File: src/rtl/spi_pkg.sv
// Shared constants and types for the SPI peripheral front-end.
package spi_pkg;

  localparam int SpiBits           = 8;
  localparam int SyncStagesDefault = 2;

  typedef enum logic {
    StIdle,
    StActive
  } spi_state_e;

endpackage

File: src/rtl/spi_sync_edge.sv
// Multi-flop synchronizer for one asynchronous pin, plus a history flop that
// turns level changes of the synchronized signal into single-cycle pulses.
module spi_sync_edge
  import spi_pkg::*;
#(
  parameter int   SYNC_STAGES = SyncStagesDefault,
  parameter logic RESET_VALUE = 1'b0
) (
  input  logic clk_i,
  input  logic rst_i,
  input  logic pin_i,
  output logic level_o,
  output logic rise_o,
  output logic fall_o
);

  logic [SYNC_STAGES-1:0] sync_q;
  logic                   hist_q;

  always_ff @(posedge clk_i) begin
    if (rst_i) begin
      sync_q <= {SYNC_STAGES{RESET_VALUE}};
      hist_q <= RESET_VALUE;
    end else begin
      sync_q <= {sync_q[SYNC_STAGES-2:0], pin_i};
      hist_q <= sync_q[SYNC_STAGES-1];
    end
  end

  assign level_o = sync_q[SYNC_STAGES-1];
  assign rise_o  = level_o & ~hist_q;
  assign fall_o  = ~level_o & hist_q;

endmodule

File: src/rtl/spi_periph.sv
// SPI mode 0 peripheral front-end: oversamples SCK/CSN/SDI on clk_i,
// deserializes MOSI bytes and serializes the queued response byte on MISO.
module spi_periph
  import spi_pkg::*;
#(
  parameter int SYNC_STAGES = SyncStagesDefault
) (
  input  logic               clk_i,
  input  logic               rst_i,
  input  logic               spi_sck_i,
  input  logic               spi_csn_i,
  input  logic               spi_sdi_i,
  output logic               spi_sdo_o,
  output logic [SpiBits-1:0] rx_data_o,
  output logic               rx_valid_o,
  input  logic [SpiBits-1:0] tx_data_i,
  input  logic               tx_valid_i
);

  localparam int CntW         = $clog2(SpiBits);
  localparam int SettleCycles = SYNC_STAGES + 1;

  logic sck_rise, sck_fall, csn_rise, csn_fall, sdi_level;
  logic sck_level_unused, csn_level_unused, sdi_rise_unused, sdi_fall_unused;

  spi_state_e         state_q, state_d;
  logic [2:0]         settle_q;
  logic               settled;
  logic [CntW-1:0]    bit_cnt_q;
  logic [SpiBits-1:0] rx_shift_q, tx_shift_q, rx_data_q, pend_data_q;
  logic [SpiBits-1:0] tx_load_value;
  logic               rx_valid_q, pend_q, load_next_q;
  logic               frame_start, frame_end, rx_step, tx_step;
  logic               tx_load, tx_shift, byte_done;

  spi_sync_edge #(.SYNC_STAGES(SYNC_STAGES), .RESET_VALUE(1'b0)) u_sync_sck (
    .clk_i  (clk_i),
    .rst_i  (rst_i),
    .pin_i  (spi_sck_i),
    .level_o(sck_level_unused),
    .rise_o (sck_rise),
    .fall_o (sck_fall)
  );

  spi_sync_edge #(.SYNC_STAGES(SYNC_STAGES), .RESET_VALUE(1'b1)) u_sync_csn (
    .clk_i  (clk_i),
    .rst_i  (rst_i),
    .pin_i  (spi_csn_i),
    .level_o(csn_level_unused),
    .rise_o (csn_rise),
    .fall_o (csn_fall)
  );

  spi_sync_edge #(.SYNC_STAGES(SYNC_STAGES), .RESET_VALUE(1'b0)) u_sync_sdi (
    .clk_i  (clk_i),
    .rst_i  (rst_i),
    .pin_i  (spi_sdi_i),
    .level_o(sdi_level),
    .rise_o (sdi_rise_unused),
    .fall_o (sdi_fall_unused)
  );

  // The csn synchronizer resets high, so a pin held low across reset would
  // show a fake csn_fall while the flops flush; edges are ignored until then.
  assign settled = (settle_q == 3'(SettleCycles));

  always_ff @(posedge clk_i) begin
    if (rst_i) begin
      settle_q <= '0;
    end else if (!settled) begin
      settle_q <= settle_q + 3'd1;
    end
  end

  always_ff @(posedge clk_i) begin
    if (rst_i) begin
      state_q <= StIdle;
    end else begin
      state_q <= state_d;
    end
  end

  always_comb begin
    state_d     = state_q;
    frame_start = 1'b0;
    frame_end   = 1'b0;
    rx_step     = 1'b0;
    tx_step     = 1'b0;
    unique case (state_q)
      StIdle: begin
        if (csn_fall && settled) begin
          state_d     = StActive;
          frame_start = 1'b1;
        end
      end
      StActive: begin
        if (csn_rise) begin
          state_d   = StIdle;
          frame_end = 1'b1;
        end else begin
          rx_step = sck_rise;
          tx_step = sck_fall;
        end
      end
    endcase
  end

  assign byte_done     = rx_step && (bit_cnt_q == CntW'(SpiBits - 1));
  assign tx_load       = frame_start || (tx_step && load_next_q);
  assign tx_shift      = tx_step && !load_next_q;
  assign tx_load_value = tx_valid_i ? tx_data_i : (pend_q ? pend_data_q : '0);

  // Pending buffer survives csn_rise so an aborted slot's response still
  // goes out at the start of the next frame.
  always_ff @(posedge clk_i) begin
    if (rst_i) begin
      bit_cnt_q   <= '0;
      rx_shift_q  <= '0;
      tx_shift_q  <= '0;
      rx_data_q   <= '0;
      rx_valid_q  <= 1'b0;
      pend_q      <= 1'b0;
      pend_data_q <= '0;
      load_next_q <= 1'b0;
    end else begin
      rx_valid_q <= 1'b0;
      if (frame_end) begin
        bit_cnt_q   <= '0;
        rx_shift_q  <= '0;
        tx_shift_q  <= '0;
        load_next_q <= 1'b0;
      end
      if (rx_step) begin
        rx_shift_q <= {rx_shift_q[SpiBits-2:0], sdi_level};
        bit_cnt_q  <= bit_cnt_q + CntW'(1);
      end
      if (byte_done) begin
        rx_data_q   <= {rx_shift_q[SpiBits-2:0], sdi_level};
        rx_valid_q  <= 1'b1;
        load_next_q <= 1'b1;
      end
      if (tx_load) begin
        tx_shift_q  <= tx_load_value;
        pend_q      <= 1'b0;
        load_next_q <= 1'b0;
      end else begin
        if (tx_shift) begin
          tx_shift_q <= {tx_shift_q[SpiBits-2:0], 1'b0};
        end
        if (tx_valid_i) begin
          pend_q      <= 1'b1;
          pend_data_q <= tx_data_i;
        end
      end
    end
  end

  assign spi_sdo_o  = tx_shift_q[SpiBits-1];
  assign rx_data_o  = rx_data_q;
  assign rx_valid_o = rx_valid_q;

endmodule

File: config.mk
export PLATFORM = sky130hd
export DESIGN_NAME = spi_periph
export DESIGN_NICKNAME = d
export VERILOG_FILES = /design/src/rtl/spi_pkg.sv /design/src/rtl/spi_sync_edge.sv /design/src/rtl/spi_periph.sv
export SDC_FILE = /design/constraint.sdc
export NUM_CORES = 1
export LEC_CHECK = 0
export ABC_AREA = 0
export CAP_MARGIN = 20
export CORE_MARGIN = 8
export CORE_UTILIZATION = 40
export CTS_CLUSTER_SIZE = 8
export DETAILED_ROUTE_END_ITERATION = 6
export PLACE_DENSITY = 0.59
export SETUP_SLACK_MARGIN = 0.4
export SYNTH_ARGS = -nofsm -noshare
export SYNTH_HDL_FRONTEND = slang
export SYNTH_HIERARCHICAL = 1
export SYNTH_SLANG_ARGS = --single-unit
File: constraint.sdc
create_clock -name clk_i -period 5.2 [get_ports clk_i]
set_input_delay 0.78 -clock clk_i [delete_from_list [all_inputs] [get_ports clk_i]]
set_output_delay 0.78 -clock clk_i [all_outputs]
set_load 0.1 [all_outputs]
==> flow_summary_export.csv <==
group,metric,value,unit
critical_path,required,4420,ps
route,drt_iter0_drc,89,
cells_and_area,syn2layout_area_growth,14.4,%
floorplan,start_util,40.6,%
grt,grt_pass1_wl,6.80,mm
power_and_ir_drop,powerDensity,275,nW/um2
floorplan,die-area,8120,um2
power_and_ir_drop,peakVddDrop,165,uV
cells_and_area,seq_area,981,um2
timing,hold_viol,0,
cts,cts_max_level,2,
critical_path,arrival,1770,ps
yosys,ys_warn_count,6,
min_path,min_path_type,"reg2reg",
cts,clkLatencyLatePin,300,ps
route,drtAntennaViolNets,0,
route,firstDrtPassIters,4,
grt,overflow,0,
critical_path,worst-path-buf-inv,1,
outcome,status,"complete, no violations",
floorplan,dieHeight,90.1,um
cells_and_area,diodes,0,
floorplan,ioPinCount,24,
floorplan,die_x,90.1,um
timing,max_freq,392,MHz
timing,fin_crit,2550,ps
grt,grt_max_degree,58,
route,wl_per_cell,12.0,um
power_and_ir_drop,fin_total_pwr,0.000692,W
critical_path,max_stage_delay,1130,ps
placement,portBuffers,23,
timing,fin_crit_sh,49.0,%
timing,maxSlewViolCount,0,
cells_and_area,drive_above_1_share,10.9,%
cts,cts.clk_slew.worst_paths,90,ps
timing,max_slew.worst_pin.slew,970,ps
cts,cts_tree,"done",
cts,cts_made_buffers,5,
cts,cts_resized,0,
critical_path,cp-end-kind,"output pin",
timing,skew,10.4,ps
grt,grt_usage,9.89,%
power_and_ir_drop,p_leak,0.880,nW
critical_path,path_cells,"clkdlybuf4s50_1",
critical_path,critical_path.startpoint_type,"register",
yosys,synthCells,224,
timing,finalSetupTns,0,ps
critical_path,critPathTopFamily,"buffers and inverters",
timing,rsz0062_at_grt,"false",
cts,cts_max_path_buffers,2,
yosys,syn_area,2200,um2
route,finalWirelength,3.73,mm
cts,holdBufCountCts,0,
placement,place_congestion,0.695,
yosys,syn_area_per_cell,9.81,um2
grt,first_global_vias,1504,
cells_and_area,multi_input_area,1110,um2
floorplan,core-area,5410,um2
route,vias,1526,
cts,cts_root_buffer,"clkbuf_8",
timing,slew_headroom,35.1,%
placement,hpwl,2.53,mm
cts,cts_setup_buffers,0,
critical_path,path_max_fanout,2,
cells_and_area,nFillCells,551,
route,drc,0,
floorplan,rows,27,
yosys,syn_nets,242,
cells_and_area,nNetsFinal,256,
route,routed_via_density,4.91,
flow_run,cap_viol_max_count,0,
critical_path,crit_slowest_cell,"clkdlybuf4s50_1",
critical_path,crit_type,"reg2out",
grt,antenna_found_initial,0,
timing,finalSetupViolCount,0,
cts,clkSinkCount,49,
## sequential cells by signal, indices dropped and copies added, names as in the netlist
signal,cells
tx_shift_q,8
settle_q,3
u_sync_sdi/sync_q,2
rx_valid_o,1
u_sync_sck/hist_q,1
u_sync_csn/hist_q,1
load_next_q,1
rx_data_o,8
bit_cnt_q,3
rx_shift_q,7
pend_data_q,8
state_q,1
u_sync_csn/sync_q,2
u_sync_sck/sync_q,2
pend_q,1
## through the flow
step	setup slack, ps	std cells	hold WS, ps	utilization [%]	cell area [um2]
after floorplan	3470	224	383	-	2200
after global placement	2550	302	385	44.5	2410
after detailed placement	2550	302	388	44.5	2410
after CTS	2630	310	412	46.4	2510
after global routing	2560	311	419	46.5	2510
final	2650	311	408	46.5	2510
## final timing paths
kind,from,end,slack [ps],depth (start not counted)
worst max-delay path,rx_data_o[7],rx_data_o[7],2650,1
worst min-delay path,u_sync_csn/sync_q[0],u_sync_csn/sync_q[1],410,1
worst max register to register,settle_q[0],pend_data_q[7],2860,5
worst min register to register,u_sync_csn/sync_q[0],u_sync_csn/sync_q[1],410,1
## layer usage
metal	share of wire [%]	vias to the layer above	wire [um]	track usage [%]
met5	0	-	0	0
met4	1.5	0	57	5.41
met3	5.4	6	201	2.91
met2	43	34	1600	15.1
met1	50	684	1870	12.2
li1	-	802	-	-
## worst register-to-register path, cell delays in order, from the launching register on
cell     delay [ps]
dfxtp_1         330
ha_1            190
ha_1            260
and3b_1         460
nor3b_2         780
mux2i_1         250
## where the power goes
group	switching, W	internal (W)	total (W)
Sequential	0.00000772	0.000388	0.000396
Clock	0.000128	0.000111	0.000239
Combinational	0.0000278	0.0000290	0.0000568
## cells in the final DEF, fill, tap and decap left out, drive strengths merged, types with 4 or more instances in the layout
cell            n
dfxtp          49
nand2          32
clkdlybuf4s50  22
nand2b         17
nor2           16
a21oi          12
nand3b         10
mux2i          10
a22oi           9
nor2b           8
a2bb2o          8
nor3            7
a311oi          7
clkbuf          6
or2             4
ha              4
## cell type report
class | count | area share (%)
Tap cell | 72 | 3.59
Timing Repair Buffer | 24 | 9.16
Sequential cell | 49 | 39.0
Clock buffer | 6 | 3.29
Clock inverter | 2 | 0.697
Multi-Input combinational cell | 157 | 44.1
Inverter | 1 | 0.149
Power figures use the tool's default switching activity.
